**src/rtl/axi_wr_burst_engine.sv**
```systemverilog
// AXI4 write-burst master: streams AXI-Stream beats into a DDR region as fixed-length INCR bursts,
// in one-shot or ring mode, with a bounded number of bursts awaiting their B response.
//
// state   | meaning
// --------+--------------------------------------------------------------
// S_IDLE  | waiting for write_start; status registers hold
// S_RUN   | issuing AWs (throttled by outstanding limit) and streaming W
// S_DRAIN | no new AWs; finishing open W bursts and collecting B responses
// S_DONE  | one-shot capture complete, cap_done held high
module axi_wr_burst_engine #(
  parameter int DATA_W          = 128,
  parameter int ADDR_W          = 32,
  parameter int BURST_LEN       = 256,
  parameter int MAX_OUTSTANDING = 4
) (
  input  logic                  axi_aclk,
  input  logic                  axi_rstb,
  output logic [ADDR_W-1:0]     m_axi_awaddr,
  output logic [7:0]            m_axi_awlen,
  output logic [2:0]            m_axi_awsize,
  output logic [1:0]            m_axi_awburst,
  output logic [3:0]            m_axi_awcache,
  output logic [2:0]            m_axi_awprot,
  output logic [3:0]            m_axi_awid,
  output logic                  m_axi_awvalid,
  input  logic                  m_axi_awready,
  output logic [DATA_W-1:0]     m_axi_wdata,
  output logic [DATA_W/8-1:0]   m_axi_wstrb,
  output logic                  m_axi_wlast,
  output logic                  m_axi_wvalid,
  input  logic                  m_axi_wready,
  input  logic [1:0]            m_axi_bresp,
  input  logic                  m_axi_bvalid,
  output logic                  m_axi_bready,
  input  logic [DATA_W-1:0]     s_axis_tdata,
  input  logic                  s_axis_tvalid,
  output logic                  s_axis_tready,
  input  logic                  write_start,
  input  logic                  write_reset,
  input  logic                  ring_mode,
  input  logic [ADDR_W-1:0]     start_address,
  input  logic [31:0]           cap_size,
  output logic                  busy,
  output logic                  cap_done,
  output logic                  size_err,
  output logic                  bresp_err,
  output logic [ADDR_W-1:0]     current_addr,
  output logic [7:0]            run_cycles
);

  localparam int              BB   = BURST_LEN * DATA_W / 8;
  localparam logic [ADDR_W-1:0] BB_A = ADDR_W'(BB);

  if (BB > 4096 || BURST_LEN < 1 || BURST_LEN > 256 || DATA_W < 32 || DATA_W > 512 ||
      (DATA_W & (DATA_W - 1)) != 0 || MAX_OUTSTANDING < 1 || MAX_OUTSTANDING > 16) begin : g_param_check
    $error("axi_wr_burst_engine: illegal parameter combination");
  end

  typedef enum logic [1:0] {S_IDLE, S_RUN, S_DRAIN, S_DONE} state_t;

  state_t              state;
  logic [ADDR_W-1:0]   base_addr;
  logic [ADDR_W-1:0]   awaddr_q;
  logic [31:0]         n_bursts, burst_idx;
  logic [31:0]         aw_cnt, w_cnt, b_cnt;
  logic [7:0]          beat_cnt;
  logic                ring_q, rst_seen, awvalid_q;

  logic                w_en, aw_hs, w_hs, w_last_hs, b_hs;
  logic [31:0]         aw_cnt_nxt, w_cnt_nxt, b_cnt_nxt;
  logic                outstanding_ok, last_burst, drained;
  logic [31:0]         n_start;
  logic [ADDR_W-1:0]   base_start;

  assign m_axi_awaddr  = awaddr_q;
  assign m_axi_awvalid = awvalid_q;
  assign m_axi_awlen   = 8'(BURST_LEN - 1);
  assign m_axi_awsize  = 3'($clog2(DATA_W / 8));
  assign m_axi_awburst = 2'b01;
  assign m_axi_awcache = 4'b0011;
  assign m_axi_awprot  = 3'b000;
  assign m_axi_awid    = 4'd0;
  assign m_axi_wstrb   = '1;
  assign m_axi_bready  = 1'b1;

  // W beats only flow for bursts whose AW has already been accepted
  assign w_en          = w_cnt < aw_cnt;
  assign m_axi_wdata   = s_axis_tdata;
  assign m_axi_wvalid  = s_axis_tvalid & w_en;
  assign s_axis_tready = m_axi_wready & w_en;
  assign m_axi_wlast   = w_en && (beat_cnt == 8'(BURST_LEN - 1));

  assign aw_hs     = awvalid_q & m_axi_awready;
  assign w_hs      = m_axi_wvalid & m_axi_wready;
  assign w_last_hs = w_hs & m_axi_wlast;
  assign b_hs      = m_axi_bvalid;

  assign aw_cnt_nxt = aw_cnt + {31'd0, aw_hs};
  assign w_cnt_nxt  = w_cnt + {31'd0, w_last_hs};
  assign b_cnt_nxt  = b_cnt + {31'd0, b_hs};

  // Next-cycle counts so a B landing with an AW handshake keeps the throttle exact
  assign outstanding_ok = (aw_cnt_nxt - b_cnt_nxt) < 32'(MAX_OUTSTANDING);
  assign last_burst     = burst_idx == (n_bursts - 32'd1);
  assign drained        = !awvalid_q && (b_cnt_nxt == aw_cnt_nxt) && (w_cnt_nxt == aw_cnt_nxt);
  assign n_start        = cap_size / 32'(BB);
  assign base_start     = start_address - (start_address % BB_A);

  assign busy = (state == S_RUN) || (state == S_DRAIN);

  always_ff @(posedge axi_aclk or negedge axi_rstb) begin
    if (!axi_rstb) begin
      state        <= S_IDLE;
      base_addr    <= '0;
      awaddr_q     <= '0;
      n_bursts     <= '0;
      burst_idx    <= '0;
      aw_cnt       <= '0;
      w_cnt        <= '0;
      b_cnt        <= '0;
      beat_cnt     <= '0;
      ring_q       <= 1'b0;
      rst_seen     <= 1'b0;
      awvalid_q    <= 1'b0;
      cap_done     <= 1'b0;
      size_err     <= 1'b0;
      bresp_err    <= 1'b0;
      current_addr <= '0;
      run_cycles   <= '0;
    end else begin
      aw_cnt <= aw_cnt_nxt;
      w_cnt  <= w_cnt_nxt;
      b_cnt  <= b_cnt_nxt;
      if (w_hs) beat_cnt <= w_last_hs ? 8'd0 : beat_cnt + 8'd1;

      if (aw_hs) begin
        current_addr <= awaddr_q;
        if (last_burst) begin
          awaddr_q   <= base_addr;
          burst_idx  <= '0;
          run_cycles <= run_cycles + 8'd1;
        end else begin
          awaddr_q   <= awaddr_q + BB_A;
          burst_idx  <= burst_idx + 32'd1;
        end
      end

      if (write_reset) begin
        run_cycles   <= '0;
        current_addr <= '0;
        size_err     <= 1'b0;
        bresp_err    <= 1'b0;
        cap_done     <= 1'b0;
      end
      // an error arriving alongside a clear is kept rather than lost
      if (b_hs && m_axi_bresp != 2'b00) bresp_err <= 1'b1;

      case (state)
        S_IDLE, S_DONE: begin
          if (write_start && !write_reset) begin
            if (n_start == 32'd0) begin
              size_err <= 1'b1;
            end else begin
              state      <= S_RUN;
              base_addr  <= base_start;
              awaddr_q   <= base_start;
              n_bursts   <= n_start;
              ring_q     <= ring_mode;
              rst_seen   <= 1'b0;
              burst_idx  <= '0;
              aw_cnt     <= '0;
              w_cnt      <= '0;
              b_cnt      <= '0;
              beat_cnt   <= '0;
              run_cycles <= '0;
              cap_done   <= 1'b0;
              awvalid_q  <= 1'b1;
            end
          end
        end
        S_RUN: begin
          if (write_reset) begin
            state    <= S_DRAIN;
            rst_seen <= 1'b1;
            if (aw_hs) awvalid_q <= 1'b0;
          end else if (!ring_q && aw_cnt_nxt == n_bursts) begin
            state     <= S_DRAIN;
            awvalid_q <= 1'b0;
          end else if (!awvalid_q || aw_hs) begin
            awvalid_q <= outstanding_ok;
          end
        end
        S_DRAIN: begin
          if (aw_hs) awvalid_q <= 1'b0;
          if (write_reset) rst_seen <= 1'b1;
          if (drained) begin
            if (rst_seen || write_reset) begin
              state <= S_IDLE;
            end else begin
              state    <= S_DONE;
              cap_done <= 1'b1;
            end
          end
        end
        default: state <= S_IDLE;
      endcase
    end
  end

endmodule
```
**config.mk**
```make
export PLATFORM = sky130hd
export DESIGN_NAME = axi_wr_burst_engine
export DESIGN_NICKNAME = d
export VERILOG_FILES = /design/src/rtl/axi_wr_burst_engine.sv
export SDC_FILE = /design/constraint.sdc
export NUM_CORES = 1
export LEC_CHECK = 0
export ABC_AREA = 0
export BUFFER_PORTS_ARGS = -buffer_cell sky130_fd_sc_hd__buf_2
export CORE_MARGIN = 3
export CORE_UTILIZATION = 35
export DETAILED_ROUTE_END_ITERATION = 10
export PLACE_DENSITY_LB_ADDON = 0.1
export REMOVE_ABC_BUFFERS = 1
export SYNTH_ARGS = -nofsm -noshare
export SYNTH_HDL_FRONTEND = slang
export SYNTH_SLANG_ARGS = --single-unit
```
**constraint.sdc**
```tcl
create_clock -name axi_aclk -period 8.5 [get_ports axi_aclk]
set_clock_uncertainty 0.2 [all_clocks]
set_input_delay 0.85 -clock axi_aclk [delete_from_list [all_inputs] [get_ports axi_aclk]]
set_output_delay 0.85 -clock axi_aclk [all_outputs]
set_load 0.005 [all_outputs]
```
# Yosys cells after proc, flatten, opt, wreduce, memory -nomap -nowiden
# Cells that the tools add are included.
# word_totals
ff_bits,268
latchBits,0
ramBits,0
rom_bits,0
output_inout_bits,249
elab_cells,134
n_memories,0
# op_classes
addsub,10
mul,0
n_div,0
magnitude_cmp,2
n_eq_ne,14
shift,0
muxes,62
n_bitwise,6
n_reduce_logical,23
# op_table
cell,count
32-bit 2-to-1 mux,21
32-bit by 1-bit adder with 32-bit output,3
32-bit == test,3
8-bit 2-to-1 mux,11
"32-bit by 1-bit adder with 32-bit output, second input constant",1
"32-bit by 13-bit adder with 32-bit output, second input constant",1
32-bit by 20-bit == test with 1-bit output,1
32-bit zero test,1
"32-bit by 3-bit < comparator with 1-bit output, second input constant",1
32-bit < comparator,1
32-bit by 12-bit subtractor with 32-bit output,1
32-bit subtractor,1
"20-bit by 1-bit subtractor with 21-bit output, second input constant",1
1-bit 2-to-1 mux,20
"8-bit by 1-bit adder with 8-bit output, second input constant",2
2-bit 2-to-1 mux,6
3-bit AND reduction,3
"8-bit == test, second input constant",1
1-bit logical AND,6
"2-bit != test, second input constant",3
2-bit one-hot mux with 3 select lines,1
2-bit nonzero test,3
1-bit AND,5
"2-bit == test, second input constant",2
12 further kinds,18

# Longest topological paths before layout
# Gate-level depths: netlist of run 1.
# logic_depth
depth_word,9
ltp_mapped,25

# Least setup slack after synthesis of run 1
# Ideal clock, no wire load.
# synth_timing
kind,input to register
from,input m_axi_awready
to,register state[0]
setup_time_ps,125
arrival_time_ps,5713
slack_ps,2462
path_stages,23
path_buffers,5
cell_sequence,nand2_1 clkinv_1 clkbuf_1 buf_1 ha_1 nand4_1 or4_1 buf_2 buf_2 o21a_1 nor2_1 inv_1 ha_1 clkbuf_1 nand4_1 nor4_1 nand4_1 nor3b_1 nand4_1 nor4_1 nand4_1 a211oi_2 mux2_2
# synth_between
elab_chain_len,7
elab_cells_between_ends,11
cone_classes,add/sub: 1; eq/ne: 5; bitwise: 1; reduce/logical: 4
# synth_lines
item,line_no,source
from (decl),26,"input logic m_axi_awready,"
1-bit AND (*),93,assign aw_hs = awvalid_q & m_axi_awready;
32-bit by 1-bit adder with 32-bit output (*),98,"assign aw_cnt_nxt = aw_cnt + {31'd0, aw_hs};"
32-bit == test,105,assign drained = !awvalid_q && (b_cnt_nxt == aw_cnt_nxt) && (w_cnt_nxt == aw_cnt_nxt);
1-bit logical AND (2 in a row),105,
2-bit != test (no source line),--,
4-bit AND reduction (no source line) (*),--,
to (signal assigned),113,state <= S_IDLE;
to (signal assigned),164,state <= S_RUN;
to (signal assigned),183,state <= S_DRAIN;
to (decl),61,state_t state;
# Every way passes the cells marked *; elsewhere a longest branch is shown, timed or not.
# A chain may end at the register's enable or synchronous reset.

# Worst setup path in the final report of run 1
# layout_timing
from,register aw_cnt[18]
to,register state[0]
# layout_between
elab_chain_len,9
elab_cells_between_ends,16
cone_classes,add/sub: 2; order compare: 1; eq/ne: 5; bitwise: 3; reduce/logical: 5
# layout_lines
item,line_no,source
from (decl),65,"logic [31:0] aw_cnt, w_cnt, b_cnt;"
from (signal assigned),131,aw_cnt <= aw_cnt_nxt;
32-bit < comparator,87,assign w_en = w_cnt < aw_cnt;
1-bit AND,89,assign m_axi_wvalid = s_axis_tvalid & w_en;
1-bit AND,94,assign w_hs = m_axi_wvalid & m_axi_wready;
1-bit AND,95,assign w_last_hs = w_hs & m_axi_wlast;
32-bit by 1-bit adder with 32-bit output,99,"assign w_cnt_nxt = w_cnt + {31'd0, w_last_hs};"
32-bit == test,105,
1-bit logical AND,105,
2-bit != test (no source line),--,
4-bit AND reduction (no source line) (*),--,
# Marked as above.

==> results_dict.tcl, run 1 <==
set metrics [dict create \
    p_total_w 0.00500 \
    cpPeakStageDelay_ps 680 \
    yosysUniqueCellTypes 83 \
    cts_hold_buf 0 \
    r2r_setup_slack_ps 1130 \
    rsz0062_at_grt "false" \
    drv_cap 0 \
    crit_path_end_kind "register" \
    final_hold_viol_count 0 \
    p_leak_nw 9.08 \
    grtUsageTotal_pct 26.5 \
    yosys_most_used_dff "dfrtp_1" \
    netlist_instances 2201 \
    powerDensity_mw_per_mm2 255 \
    yosysSeqAreaShare_pct 34.9 \
    slew_violations 0 \
    yosysMostFrequentCell "nand2_1" \
    synth_top_family_by_area "simple AND/OR/NAND/NOR gates" \
    drt-vias-per-instance 5.61 \
    fin_crit_ps 7370 \
    path_clk_slew_ps 60 \
    yosysWarnings 0 \
    synthAdderAreaFrac_pct 5.18 \
    holdWs_ps 57.0 \
    synth_edf_count 0 \
    netlist_area_mm2 0.0184 \
    port_buffers 130 \
    core_area_mm2 0.0516 \
    post-route-drc-count 0 \
    cp_cell_sequence "inv_1 > ha_1 > a21o_1 > a21o_1 > a21o_1 > a211oi_1 > o221a_2 > a21oi_1 > buf_4 > nand2b_1 > nor2_1 > ha_1 > ha_1 > nand2_1 > buf_4 > or4_1 > nor4_1 > a211oi_1 > or4b_1 > nor4_1 > nand4_1 > a211oi_2 > mux2_2" \
    synth_simple_gate_area_share_pct 24.9 \
    wirelength_mm 75.0 \
    setup_viol 0 \
    initial_utilization_pct 35.6 \
    critPathArrivalTime_ps 7590 \
    ios 452 \
    first_global_vias 15101 \
    dp_cells 2801 \
    syn-mean-instance-area_um2 8.35 \
    drtPass1Iterations 5 \
    final_nets 2436 \
    drt_iter0_drc 1265 \
    routed-via-count 16034 \
    insertion_delay_ps 560 \
    cts_max_level 2 \
    worstSetupPathType "reg -> reg" \
    fill_cells 5252 \
    ir_drop_uv 141 \
    r2r_start "aw_cnt[18]" \
    required_ps 8720 \
    die_y_um 235 \
    synth_compound_area_share_pct 13.7 \
    relSlewSlack_pct 23.5 \
    hp-class "in -> async" \
    grt_pass1_wl_mm 109 \
    hpwl_mm 58.5 \
    crit_path_start "aw_cnt[18]" \
    grt.overflow.total 0 \
    routedWlPerCell_um 26.3 \
    clock-sinks 256 \
    numCtsBuffers 34 \
    fmax_ghz 0.136 \
    grt_max_degree 75 \
    diodes 0 \
    cp_max_fo 13 \
    synthXorXnorAreaFrac_pct 8.49 \
    ant_nets 0 \
    rows 83 \
    synth_area_leaders "dfrtp_1 35%, buf_4 6.9%, nand2_1 6.1%" \
    synth-seq-cells 256 \
    async_reset_ff_share_pct 100 \
    synth_commonest_cells "299 x nand2_1, 256 x dfrtp_1, 207 x nor2_1, 170 x buf_4, 95 x inv_1" \
    area_growth_pct 6.89 \
    synth_top_area_share_pct 34.9 \
    die_w_um 235 \
    gp_congestion 0.928 \
    startpoint_type "register" \
    postCtsSetupBuffers 0 \
    cts_tree "yes" \
    finalCritPeriodShare_pct 86.7 \
    cp_slowest_cell "or4_1" \
    max_slew.worst_pin.slew_ps 1140 \
    die_area_mm2 0.0553 \
    antenna_found_initial 4 \
    drive_gt1_share_pct 11.3 \
    cts_resized 0 \
    synth_mux_area_share_pct 1.40 \
    cts-root-buf "clkbuf_16" \
    clockBufferDepth 3 \
    synth.largest_area_cell "dfrtp_1" \
    finalNonFillerCells 2858 \
    status "complete, no violations" \
]
==> metrics by stage <==
stage	setup TNS, ps	util [%]	cell area (um^2)	worst slack [ps]
final	0	38.0	19600	1130
after floorplan	-197540	-	16800	-2230
after CTS	0	38.0	19600	1120
after global placement	0	35.8	18500	1210
after detailed placement	0	35.8	18500	1140
after global routing	0	38.0	19600	712
==> layer usage <==
layer	GRT usage, %	wire, um	vias to the layer above
met3	23.4	13900	118
li1	-	-	7433
met5	14.6	1240	-
met2	37.1	30300	740
met1	28.4	27600	7717
met4	6.97	2020	26
==> kinds of logic after synthesis <==
kind of cell / count (synthesis)
buffers and inverters: 368
other: 2
flip-flops: 256
XOR/XNOR: 175
multiplexers: 25
adder cells (fa/ha/maj): 76
AO/OA/AOI/OAI: 367
AND/OR/NAND/NOR: 932
==> report_power, final <==
part           leakage (nW)  internal, W  switching (W)  total [W]
registers              3.42      0.00140       0.000271    0.00167
logic                  5.10     0.000738        0.00106    0.00180
clock network         0.571     0.000926       0.000600    0.00153
total                  9.08      0.00307        0.00193    0.00500
==> worst max-delay path: cells and delay by family, from the launching register on <==
kind | cells | cell delay (ps)
buffers and inverters | 3 | 520
multiplexers | 1 | 380
AO/OA/AOI/OAI | 8 | 1750
AND/OR/NAND/NOR | 8 | 3070
adder cells (fa/ha/maj) | 3 | 770
flip-flops | 1 | 540
==> final timing paths <==
path / to / depth (start not counted)
min reg2reg: base_addr[13] / 2
min: n_bursts[7] / 1
max: state[0] / 23
max in group asynchronous: m_axi_awaddr[18] / 3
min in group axi_aclk: base_addr[13] / 2
max reg2reg: state[0] / 23
==> flip-flops by register name (all words and copies together), names as in the netlist, 2 cells and up <==
| name | flops |
|---|---|
| beat_cnt | 8 |
| base_addr | 20 |
| b_cnt | 32 |
| current_addr | 32 |
| run_cycles | 8 |
| w_cnt | 32 |
| burst_idx | 32 |
| state | 2 |
| aw_cnt | 32 |
| n_bursts | 20 |
| m_axi_awaddr | 32 |
==> area by class of cell <==
class / count / area [um^2] / share of cell area (%)
multi-input cells: 1616 / 10000 / 51.1
well taps: 680 / 851 / 4.33
inverters: 97 / 364 / 1.85
flip-flops and latches: 256 / 6410 / 32.6
clock buffers: 43 / 966 / 4.92
repair buffers: 152 / 826 / 4.21
clock inverters: 14 / 198 / 1.01
==> cells in the final DEF (no fill, tap or decap), types with 23 or more instances in the layout <==
cell and instances:
a21o_1 29, a21oi_1 92, and2_1 23, and3_1 40, buf_2 129, clkbuf_16 35, conb_1 41, dfrtp_1 256
ha_1 76, inv_1 95, nand2_1 297, nand3_1 76, nand4_1 68, nor2_1 207, nor3_1 44, nor4_1 49
o211ai_1 27, o21ai_0 50, or3_1 26, xnor2_1 94, xor2_1 79
Note: power is estimated with default switching activity, not from simulation.
==> inputs of run 2 (changes only) <==
Settings changed: BUFFER_PORTS_ARGS -buffer_cell sky130_fd_sc_hd__buf_2 to -buffer_cell sky130_fd_sc_hd__buf_4.
==> results_dict.tcl, run 2 (synthesized netlist as in run 1, its figures left out) <==
set metrics [dict create \
    die_area_mm2 0.0553 \
    fin_crit_ps 7390 \
    rsz0062_at_grt "false" \
    clock-sinks 256 \
    routed-via-count 15940 \
    grt_max_degree 88 \
    relSlewSlack_pct 21.6 \
    slew_violations 0 \
    port_buffers 130 \
    drive_gt1_share_pct 11.3 \
    grt.overflow.total 0 \
    rows 83 \
    worstSetupPathType "reg -> reg" \
    critPathArrivalTime_ps 7620 \
    tns_ps 0 \
    insertion_delay_ps 560 \
    clockBufferDepth 3 \
    powerDensity_mw_per_mm2 254 \
    gp_congestion 0.924 \
    startpoint_type "register" \
    ios 452 \
    postCtsSetupBuffers 0 \
    setup_viol 0 \
    die_w_um 235 \
    post-route-drc-count 0 \
    drt_iter0_drc 1307 \
    routedWlPerCell_um 26.5 \
    dp_slack_ps 1220 \
    final_cell_mix "297 x nand2_1, 256 x dfrtp_1, 207 x nor2_1" \
    cts_resized 0 \
    max_slew.worst_pin.slew_ps 1170 \
    final_nets 2433 \
    fmax_ghz 0.135 \
    first_global_vias 15283 \
    initial_utilization_pct 35.6 \
    finalCritPeriodShare_pct 87.0 \
    ant_nets 0 \
    area_growth_pct 8.63 \
    cts_tree "yes" \
    path_clk_slew_ps 60 \
    reg2reg_depth 23 \
    die_y_um 235 \
    cp_max_fo 15 \
    final_hold_viol_count 0 \
    grt_pass1_wl_mm 110 \
    hpwl_mm 59.0 \
    hp-class "in -> async" \
    crit_path_end_kind "register" \
    p_leak_nw 9.14 \
    status "complete, no violations" \
    wirelength_mm 75.8 \
    cts_hold_buf 0 \
    drv_cap 0 \
    diodes 0 \
    ir_drop_uv 138 \
    core_area_mm2 0.0516 \
    layout_commonest_cell "nand2_1" \
    drtPass1Iterations 7 \
    required_ps 8730 \
    antenna_found_initial 1 \
    drt-vias-per-instance 5.57 \
    cts_max_level 2 \
    numCtsBuffers 34 \
    grtUsageTotal_pct 26.8 \
    cts-root-buf "clkbuf_16" \
    setup_ws_ps 1110 \
]
## run 2: cell types whose count changed in the layout (fill, tap and decap cells not counted), moves of 2 or more
cell        delta
clkinv_2       +2
clkinvlp_4     +2
buf_4        +126
clkbuf_1       +2
buf_2        -129
clkinv_8       -2
## run 2: critical path, stage by stage, from the launching register on
cell and delay, ps:
dfrtp_1 420, inv_1 90, ha_1 310, a21o_1 180, a21o_1 170, a21o_1 160
a21o_1 170, a211oi_1 430, o221a_2 280, a21oi_1 70, buf_4 200, nand2b_1 280
nor2_1 200, ha_1 210, nand3_1 80, buf_4 180, or4_1 820, nor4_1 570
a211oi_1 90, or4b_1 540, nor4_1 370, nand4_1 390, a211oi_2 410, mux2_2 380
## run 2: where the power goes
group | switching, W | internal [W]
Clock | 0.000625 | 0.000914
Combinational | 0.00108 | 0.000776
Sequential | 0.000277 | 0.00140
Total | 0.00198 | 0.00309
## run 2: path summary, 6_finish.rpt
kind	startpoint	end	slack [ps]
setup / recovery	aw_cnt[17]	state[1]	1110
hold / removal	axi_rstb	burst_idx[26]	90
setup reg to reg	aw_cnt[17]	state[1]	1110
hold reg to reg	base_addr[21]	base_addr[21]	270
max in group asynchronous	axi_rstb	n_bursts[11]	6510
min in group axi_aclk	base_addr[21]	base_addr[21]	270
## run 2: area by class of cell
| type | count | area (um^2) |
|---|---|---|
| Timing Repair Buffer | 149 | 1130 |
| Clock inverter | 19 | 249 |
| Tap cell | 680 | 851 |
| Inverter | 97 | 364 |
| Multi-Input combinational cell | 1616 | 10000 |
| Sequential cell | 256 | 6410 |
| Clock buffer | 43 | 935 |
| Fill cell | 5259 | 31700 |
## run 2: routing by layer
metal  vias up  global-route usage (%)  wire length [um]
met1      7620                    29.4             28100
met2       731                    37.2             30600
li1       7463                       -                 -
met4        24                    6.73              1850
met3       102                    23.0             13900
met5         -                    15.6              1250
## run 2: stage by stage
step / utilization, % / area, um^2 / power (W) / std cells / hold slack [ps]
finish: 38.7 / 20000 / 0.00507 / 2860 / 86.5
CTS: 38.7 / 20000 / 0.00511 / 2860 / 123
global placement: 36.4 / 18800 / 0.00352 / 2798 / 257
global route: 38.7 / 20000 / 0.00542 / 2860 / 153
floorplan: - / 16800 / 0.00287 / 1969 / 245
detailed placement: 36.4 / 18800 / 0.00354 / 2798 / 262
